===== config.mk =====
export PLATFORM = sky130hd
export DESIGN_NAME = muldiv_sequencer
export DESIGN_NICKNAME = d
export VERILOG_FILES = /design/src/rtl/muldiv_sequencer.sv
export SDC_FILE = /design/constraint.sdc
export NUM_CORES = 1
export LEC_CHECK = 0
export BUFFER_PORTS_ARGS = -buffer_cell sky130_fd_sc_hd__buf_2
export CAP_MARGIN = 20
export CORE_UTILIZATION = 30
export DETAILED_ROUTE_END_ITERATION = 6
export PLACE_DENSITY = 0.56
export SETUP_SLACK_MARGIN = 0.05
export SYNTH_ARGS = -nofsm -noshare
export SYNTH_HDL_FRONTEND = slang
export SYNTH_SLANG_ARGS = --single-unit
export TNS_END_PERCENT = 100

===== constraint.sdc =====
create_clock -name clk -period 5.5 [get_ports clk]
set_input_delay 0.55 -clock clk [delete_from_list [all_inputs] [get_ports clk]]
set_output_delay 0.55 -clock clk [all_outputs]
set_load 0.01 [all_outputs]

===== src/rtl/muldiv_sequencer.sv =====
`default_nettype none
// ============================================================================
// Module      : muldiv_sequencer
// Description : Iterative RV32M multiply/divide unit. One shared add/subtract
//               datapath is stepped 32 times (shift-add multiply, restoring
//               divide), then a fix-up cycle applies sign correction and
//               registers the result alongside a one-cycle done pulse.
//               Optional feature macro: MULDIV_SIGNED_EN (signed RV32M ops).
//               Without it, signed ops alias to their unsigned forms.
// Revision    : 1.0 - initial release
// ============================================================================
module muldiv_sequencer #(
  parameter int XLEN  = 32,
  parameter int CNT_W = 5
) (
  input  logic            clk,
  input  logic            reset_n,
  input  logic            start_i,
  input  logic [2:0]      funct3_i,
  input  logic [XLEN-1:0] a_i,
  input  logic [XLEN-1:0] b_i,
  input  logic            flush_i,
  output logic            busy_o,
  output logic            done_o,
  output logic [XLEN-1:0] result_o
);

  localparam logic [2:0]       c_MUL    = 3'b000;
  localparam logic [2:0]       c_MULH   = 3'b001;
  localparam logic [2:0]       c_MULHSU = 3'b010;
  localparam logic [2:0]       c_DIV    = 3'b100;
  localparam logic [2:0]       c_REM    = 3'b110;
  localparam logic [CNT_W-1:0] c_LAST   = CNT_W'(XLEN - 1);

  typedef enum logic [1:0] {
    S_IDLE = 2'd0,
    S_CALC = 2'd1,
    S_FIX  = 2'd2
  } state_t;

  state_t            r_state;
  state_t            w_state_next;
  logic [CNT_W-1:0]  r_cnt;
  logic [2:0]        r_funct3;
  logic [XLEN-1:0]   r_hi;      // product high word / partial remainder
  logic [XLEN-1:0]   r_lo;      // product low word / dividend -> quotient
  logic [XLEN-1:0]   r_b;       // multiplicand / divisor magnitude
  logic [XLEN-1:0]   r_result;
  logic              r_done;

  logic              w_accept;
  logic              w_is_div;
  logic [XLEN:0]     w_shift;
  logic [XLEN+1:0]   w_op_a;
  logic [XLEN+1:0]   w_sum;
  logic              w_trial_ok;
  logic [XLEN:0]     w_mul_hi;
  logic [XLEN-1:0]   w_a_abs;
  logic [XLEN-1:0]   w_b_abs;
  logic [2*XLEN-1:0] w_prod;
  logic [XLEN-1:0]   w_quot;
  logic [XLEN-1:0]   w_rem;
  logic [XLEN-1:0]   w_result;

  assign w_accept = (r_state == S_IDLE) && start_i && !flush_i;
  assign w_is_div = r_funct3[2];

  // Single shared adder: divide subtracts the divisor from the shifted
  // remainder, multiply adds the multiplicand to the running high word.
  assign w_shift    = {r_hi, r_lo[XLEN-1]};
  assign w_op_a     = w_is_div ? {1'b0, w_shift} : {2'b00, r_hi};
  assign w_sum      = w_is_div ? (w_op_a - {2'b00, r_b}) : (w_op_a + {2'b00, r_b});
  assign w_trial_ok = !w_sum[XLEN+1];
  assign w_mul_hi   = r_lo[0] ? w_sum[XLEN:0] : {1'b0, r_hi};

`ifdef MULDIV_SIGNED_EN
  logic r_a_neg;
  logic r_b_neg;
  logic r_b_zero;
  logic w_a_signed;
  logic w_b_signed;
  logic w_a_neg;
  logic w_b_neg;

  assign w_a_signed = (funct3_i == c_MULH) || (funct3_i == c_MULHSU) ||
                      (funct3_i == c_DIV)  || (funct3_i == c_REM);
  assign w_b_signed = (funct3_i == c_MULH) || (funct3_i == c_DIV) ||
                      (funct3_i == c_REM);
  assign w_a_neg    = w_a_signed && a_i[XLEN-1];
  assign w_b_neg    = w_b_signed && b_i[XLEN-1];
  assign w_a_abs    = w_a_neg ? (~a_i + 1'b1) : a_i;
  assign w_b_abs    = w_b_neg ? (~b_i + 1'b1) : b_i;

  // Sign flags captured with the operands, consumed in the fix-up cycle.
  always_ff @(posedge clk or negedge reset_n) begin
    if (!reset_n) begin
      r_a_neg  <= 1'b0;
      r_b_neg  <= 1'b0;
      r_b_zero <= 1'b0;
    end else if (w_accept) begin
      r_a_neg  <= w_a_neg;
      r_b_neg  <= w_b_neg;
      r_b_zero <= (b_i == '0);
    end
  end

  // Divide-by-zero leaves the all-ones quotient untouched; the remainder
  // fix restores the original dividend from its magnitude.
  assign w_prod = (r_a_neg ^ r_b_neg) ? (~{r_hi, r_lo} + 1'b1) : {r_hi, r_lo};
  assign w_quot = ((r_a_neg ^ r_b_neg) && !r_b_zero) ? (~r_lo + 1'b1) : r_lo;
  assign w_rem  = r_a_neg ? (~r_hi + 1'b1) : r_hi;
`else
  assign w_a_abs = a_i;
  assign w_b_abs = b_i;
  assign w_prod  = {r_hi, r_lo};
  assign w_quot  = r_lo;
  assign w_rem   = r_hi;
`endif

  // Output word selection for the fix-up cycle.
  always_comb begin
    w_result = w_prod[2*XLEN-1:XLEN];
    if (w_is_div) begin
      w_result = r_funct3[1] ? w_rem : w_quot;
    end else if (r_funct3 == c_MUL) begin
      w_result = w_prod[XLEN-1:0];
    end
  end

  // State register.
  always_ff @(posedge clk or negedge reset_n) begin
    if (!reset_n) begin
      r_state <= S_IDLE;
    end else begin
      r_state <= w_state_next;
    end
  end

  // Next-state logic; flush overrides every transition, including a start.
  always_comb begin
    w_state_next = r_state;
    case (r_state)
      S_IDLE:  if (start_i) w_state_next = S_CALC;
      S_CALC:  if (r_cnt == c_LAST) w_state_next = S_FIX;
      S_FIX:   w_state_next = S_IDLE;
      default: w_state_next = S_IDLE;
    endcase
    if (flush_i) begin
      w_state_next = S_IDLE;
    end
  end

  // Operand capture and one multiply/divide iteration per CALC cycle.
  always_ff @(posedge clk or negedge reset_n) begin
    if (!reset_n) begin
      r_cnt    <= '0;
      r_funct3 <= '0;
      r_hi     <= '0;
      r_lo     <= '0;
      r_b      <= '0;
    end else if (flush_i) begin
      r_cnt <= '0;
    end else if (w_accept) begin
      r_cnt    <= '0;
      r_funct3 <= funct3_i;
      r_hi     <= '0;
      r_lo     <= w_a_abs;
      r_b      <= w_b_abs;
    end else if (r_state == S_CALC) begin
      r_cnt <= r_cnt + 1'b1;
      if (w_is_div) begin
        r_hi <= w_trial_ok ? w_sum[XLEN-1:0] : w_shift[XLEN-1:0];
        r_lo <= {r_lo[XLEN-2:0], w_trial_ok};
      end else begin
        r_hi <= w_mul_hi[XLEN:1];
        r_lo <= {w_mul_hi[0], r_lo[XLEN-1:1]};
      end
    end
  end

  // Result register and done pulse; a flush suppresses both.
  always_ff @(posedge clk or negedge reset_n) begin
    if (!reset_n) begin
      r_result <= '0;
      r_done   <= 1'b0;
    end else begin
      r_done <= 1'b0;
      if ((r_state == S_FIX) && !flush_i) begin
        r_result <= w_result;
        r_done   <= 1'b1;
      end
    end
  end

  assign busy_o   = (r_state != S_IDLE);
  assign done_o   = r_done;
  assign result_o = r_result;

endmodule
`default_nettype wire


Yosys cells after proc, flatten, opt, wreduce, memory -nomap -nowiden --
Cells that the tools add are included.
Word-level totals: bits of input ports 71, output and inout port bits 34, logic and storage cells 51, bits in registers 139
Cells by class: muxes and demuxes 21, eq/ne operators 5, add/sub/neg operators 3, bitwise operators 1, reduce and logical (&&, ||, !) cells 13
Operators by type and width (number):
- 32-bit two-way mux | 10
- 33-bit two-way mux | 2
- 33-bit by 32-bit adder with 34-bit output | 1
- 34-bit two-way mux | 1
- 33-bit by 32-bit subtractor with 34-bit output | 1
- 5-bit two-way mux | 3
- 2-bit two-way mux | 3
- 3-bit != test, second input constant | 2
- 2-bit AND reduction | 3
- 5-bit by 1-bit adder with 5-bit output, second input constant | 1
- 5-bit equality test, second input constant | 1
- 2-bit one-hot mux with 2 select lines | 1
- 2-bit nonzero test | 2
- 1-bit logical AND | 3
- 3-bit zero test | 1
- 3-bit nonzero test | 1
- 2-bit by 1-bit equality test with 1-bit output, second input constant | 1
- 2-bit equality test, second input constant | 1
- 1-bit zero test | 2
- 2-bit zero test | 1
- 1-bit two-way mux | 1
- 1-bit inverter | 1

Logic depth before layout (Yosys ltp) --
depth in word-level cells 7, gate-level depth with buffers 19, depth with buffers taken out 17

Worst setup path after synthesis --
No wires, ideal clock.
path kind register to register, start register r_b[3], end register r_hi[23], data arrival time 4.166 ns, slack 1.208 ns, cell stages (with the launch flop) 18, clock period less this slack 4.292 ns, buffers on the path 0, library setup time 0.126 ns, data required time 5.374 ns, path through dfrtp_1 nor4_1 nand2b_1 nor4_1 nand3_1 nor2_1 a21oi_1 xnor2_1 ha_1 nor3_1 nor2_1 o22a_1 o21ai_0 nand2_1 a31oi_4 xnor2_2 mux2_2 a221o_1
On the way: cells in the longest elaborated chain, start to end 6, elaborated cells on any way between the ends 8, those cells by class add/sub: 2; mux: 6
Ends and longest elaborated chain:
- start: declaration | RTL line 47 | logic [XLEN-1:0] r_b;
- start signal: assignment | RTL line 168 | r_b <= w_b_abs;
- 33-bit by 32-bit adder with 34-bit output or 33-bit by 32-bit subtractor with 34-bit output (tied branches) | RTL line 72 | assign w_sum = w_is_div ? (w_op_a - {2'b00, r_b}) : (w_op_a + {2'b00, r_b});
- 34-bit two-way mux * | RTL line 72
- 33-bit two-way mux or 32-bit two-way mux (tied branches) | RTL line 74, 172
- 32-bit two-way mux * | RTL line 171 | if (w_is_div) begin
- 32-bit two-way mux * | RTL line 169 | end else if (r_state == S_CALC) begin
- 32-bit two-way mux * | RTL line 163 | end else if (w_accept) begin
- end signal: assignment | RTL line 172 | r_hi <= w_trial_ok ? w_sum[XLEN-1:0] : w_shift[XLEN-1:0];
- end signal: assignment | RTL line 175 | r_hi <= w_mul_hi[XLEN:1];
- end: declaration | RTL line 45 | logic [XLEN-1:0] r_hi;
Every way passes the cells marked *; elsewhere a longest branch is shown, timed or not. The select of a mux whose other input is x is not followed. A chain may end at the register's enable or synchronous reset.

Worst setup path in the final report --
start register r_b[3], end register r_hi[5]
Same word-level chain as after synthesis.

==> metrics.md <==
| Metric | Value |
|---|---|
| Drt total wl | 27.5 mm |
| GRT Util Overall | between 10% and 20% |
| GPL Wtd Cong | a little under 0.9 |
| Mapped Cells | 1090 |
| Max Freq | 215 MHz |
| Initial antenna violation count | 0 |
| Wire length on met3 | ~1.6 mm |
| Global-route wire length before repair | approximately 45 mm |
| Cell family with most CP delay | simple AND/OR/NAND/NOR gates |
| Vias per inst | approximately 5.3 |
| Synth area leader | dfrtp_1 |
| CP required | 5790 ps |
| Mapped Avg Cell Area | a little under 9 sq um |
| Switching share of power | 44.7% |
| Final Setup Violations | 0 |
| Synth Net Count | 1197 |
| # resized after CTS | 0 |
| Number of post-CTS setup repair buffers | 0 |
| DRT antenna net count | 0 |
| Critical Path Start | r_b[3]$_DFFE_PN0P_ |
| CP arrival | about 5000 ps |
| Register bit total from synthesis | 139 |
| EDFF count, synth | 0 |
| CTS tree | done |
| Pins Over Slew Limit | 0 |
| Slew @ Worst Pin | 934 ps |
| Placement Rows | 65 |
| Max-cap viol count | 0 |
| Layout Nets | 1270 |
| Final WS setup | 840 ps |
| Share of layout cells above drive strength 1 | 17.1% |
| Peak VDD IR | 0.000228 V |
| Area added between synthesis and finish | 15.5% |
| Dpl hpwl | 19.6 mm |
| Number of global-route vias before repair | 8025 |
| Top cells by area, synth | dfrtp_1, mux2i_1, a21oi_1, nand2_1, nor2_1 |
| Crit path launch type | flop |
| Core ar. | 0.0316 sq mm |
| CTS Root Cell | clkbuf_16 |
| Total grt overflow | 0 |
| Psw | approximately 2600 uW |
| Number of I/O port buffers | 104 |
| PD cells | 518 mW/mm^2 |
| Synth top area share | 36.1% |
| Met1 WL | 14.6 mm |
| Die Span Y | 181 microns |
| Combinational fraction of design power | a little over half |
| Sequential share of power | between 20% and 30% |
| Status | complete, no violations |
| DR top layer | met4 |
| Crit. End Element | flop |
| Clock H-tree levels | 4 |
| Most common flop cell mapped by yosys | dfrtp_1 |
| Setup TNS | 0 ps |
| RSZ-0062 raised after global routing | no |
| Final min period | 4660 ps |
| Vias | 8319 |
| Post-CTS Hold Fix Bufs | 0 |
| Post-Place Worst Slack | between 900 and 1000 ps |
| Fillcell total | 3302 |
| Die X | 181 microns |
| Int Power | 3190 uW |
| Hold violation total from the final report | 0 |
| Die area | between 0.03 and 0.04 sq mm |
| Clock Skew | 11.8 ps |
| Clock network latency to the later pin of the worst-skew pair | 440 ps |
| CP max FO | 18 |
| Sequential fraction of the synthesis area | 36.1% |
| Worst path max stage delay | 470 ps |
| Clk pwr share | 20.0% |
| Residual DRC | 0 |
| WL/cell | 17.5 microns |
| CP Class | flop to flop |
| Critical R2R Launch | r_b[3]$_DFFE_PN0P_ |
| Slowest-stage cell, CP | nor4_1 |
| Async set or reset register ratio after synthesis | 100% |
| Sink Count | 139 |
| Register-to-register setup slack | 840 ps |
| P_leak | between 0.005 and 0.006 uW |
| Netlist cell types | 68 |
| Reg clk slew, reported paths | 70 ps |
| CTS max path bufs | 2 |
| Diodes inserted | 0 |
| Yosys warns | 0 |
| Crit share post-route | 84.7% |
| Initial Utilization | 30.5% |
| Rel. slew slack | a little under two fifths |
| CTS Buf Count | 17 |
| Pre-Repair DR Iteration Count | 5 |
| DRT iter0 DRCs | 664 |
| Largest net degree at the start of global routing | just over 90 |
| Critical-path cell list | nor4_1, nand2b_1, nor4_1, buf_4, nand3_1, nor2_1, a21oi_1, xnor2_1, ha_1, nor3_1, nor2_1, o22a_1, o21ai_0, nand2_1, a31oi_4, xnor2_2, buf_4, mux2i_1, o21ai_0 |
| IO Pins | 105 |
| Hold Path Class | primary input to async pin |
| Met2 WL | 10.9 mm |
| Post-Syn Area | slightly below 0.01 sq mm |
| WP buf/inv | 2 |
## layer usage
layer	vias to the layer above	track usage, %
met5	-	0
met4	0	4.64
met3	23	4.07
met2	254	22.9
met1	3959	26.6
li1	4083	-
## logic make-up (layout without fill, tap and decap cells)
family,Yosys count,after routing,synth area share (%)
compound gates,280,280,19.0
xor+xnor,62,62,5.72
fa+ha+maj,36,36,4.75
buf+inv,80,166,3.29
flops,139,139,36.1
mux,142,142,15.2
simple gates,351,351,15.9
## through the flow
step                total power, uW  hold slack [ps]  area, sq um  util [%]  cells
finish                         5760              200        11100      35.2   1578
global route                   6190              259        11100      35.2   1578
CTS                            5750              246        11100      35.2   1578
global placement               4550              511        10500      33.4   1546
detailed placement             4580              513        10500      33.4   1546
floorplan                      3800              254         9630         -   1090
## registers in the layout (all words and copies together), names as in the netlist
register  count
r_b          32
r_state       2
result_o     32
done_o        1
r_funct3      3
r_cnt         5
r_lo         32
r_hi         32
## cells in the mapped netlist (all sizes together) (6+ instances only)
master	number
nand2	141
dfrtp	139
nor2	129
a21oi	110
mux2i	106
clkbuf	51
xnor2	51
o21ai	49
mux2	36
ha	35
a221o	33
a31oi	15
inv	15
a211oi	13
buf	13
nor3	13
xor2	11
a21o	10
nand3	10
nor2b	10
nand2b	9
a22oi	7
and3	7
nand4	6
nor4	6
o21bai	6
## area by class of cell
type                    instances  area, sq um  area share, %
multi-input cells             871         5870           52.7
flip-flops and latches        139         3480           31.3
repair buffers                118          632           5.68
well taps                     402          503           4.52
clock buffers                  21          470           4.23
clock inverters                11          109          0.979
inverters                      16         60.1          0.540
## worst paths after layout
check                                          endpoint  depth (start not counted)
max in group asynchronous              done_o$_DFF_PN0_                          2
worst min register to register       r_b[5]$_DFFE_PN0P_                          2
worst min-delay path            result_o[4]$_DFFE_PN0P_                          1
worst max-delay path                r_hi[5]$_DFFE_PN0P_                         19
min in group clk                    r_b[12]$_DFFE_PN0P_                          3
worst max register to register      r_hi[5]$_DFFE_PN0P_                         19
## power by group through the flow
| stage | combinational [uW] | sequential [uW] | clock (uW) |
|---|---|---|---|
| final | 3020 | 1590 | 1160 |
| after global routing | 3330 | 1630 | 1230 |
| after CTS | 3000 | 1580 | 1180 |
| after detailed placement | 2980 | 1600 | 0 |
| after global placement | 2960 | 1590 | 0 |
| after floorplan | 2360 | 1440 | 0 |
## cell usage in the layout (no fill, tap or decap), types with 4 or more instances in the layout
cell       instances
mux2_2            36
a221o_1           33
a21o_1            10
a22oi_1            7
clkbuf_16         17
nand2_1          141
o21a_1             4
a211oi_1          12
xnor2_1           50
o211ai_1           4
and2_1             5
nand2b_1           9
mux2i_1          106
nand4_1            6
buf_2            103
nor4_1             6
and3_1             7
o21ai_0           48
a31oi_1           14
inv_1             15
o21bai_1           6
nor3_1            12
nor2_1           128
buf_4             14
a21oi_1          109
xor2_1            11
nor2b_1           10
ha_1              35
nand3_1            9
dfrtp_1          138
No activity file was read; power rests on OpenSTA's default activity.
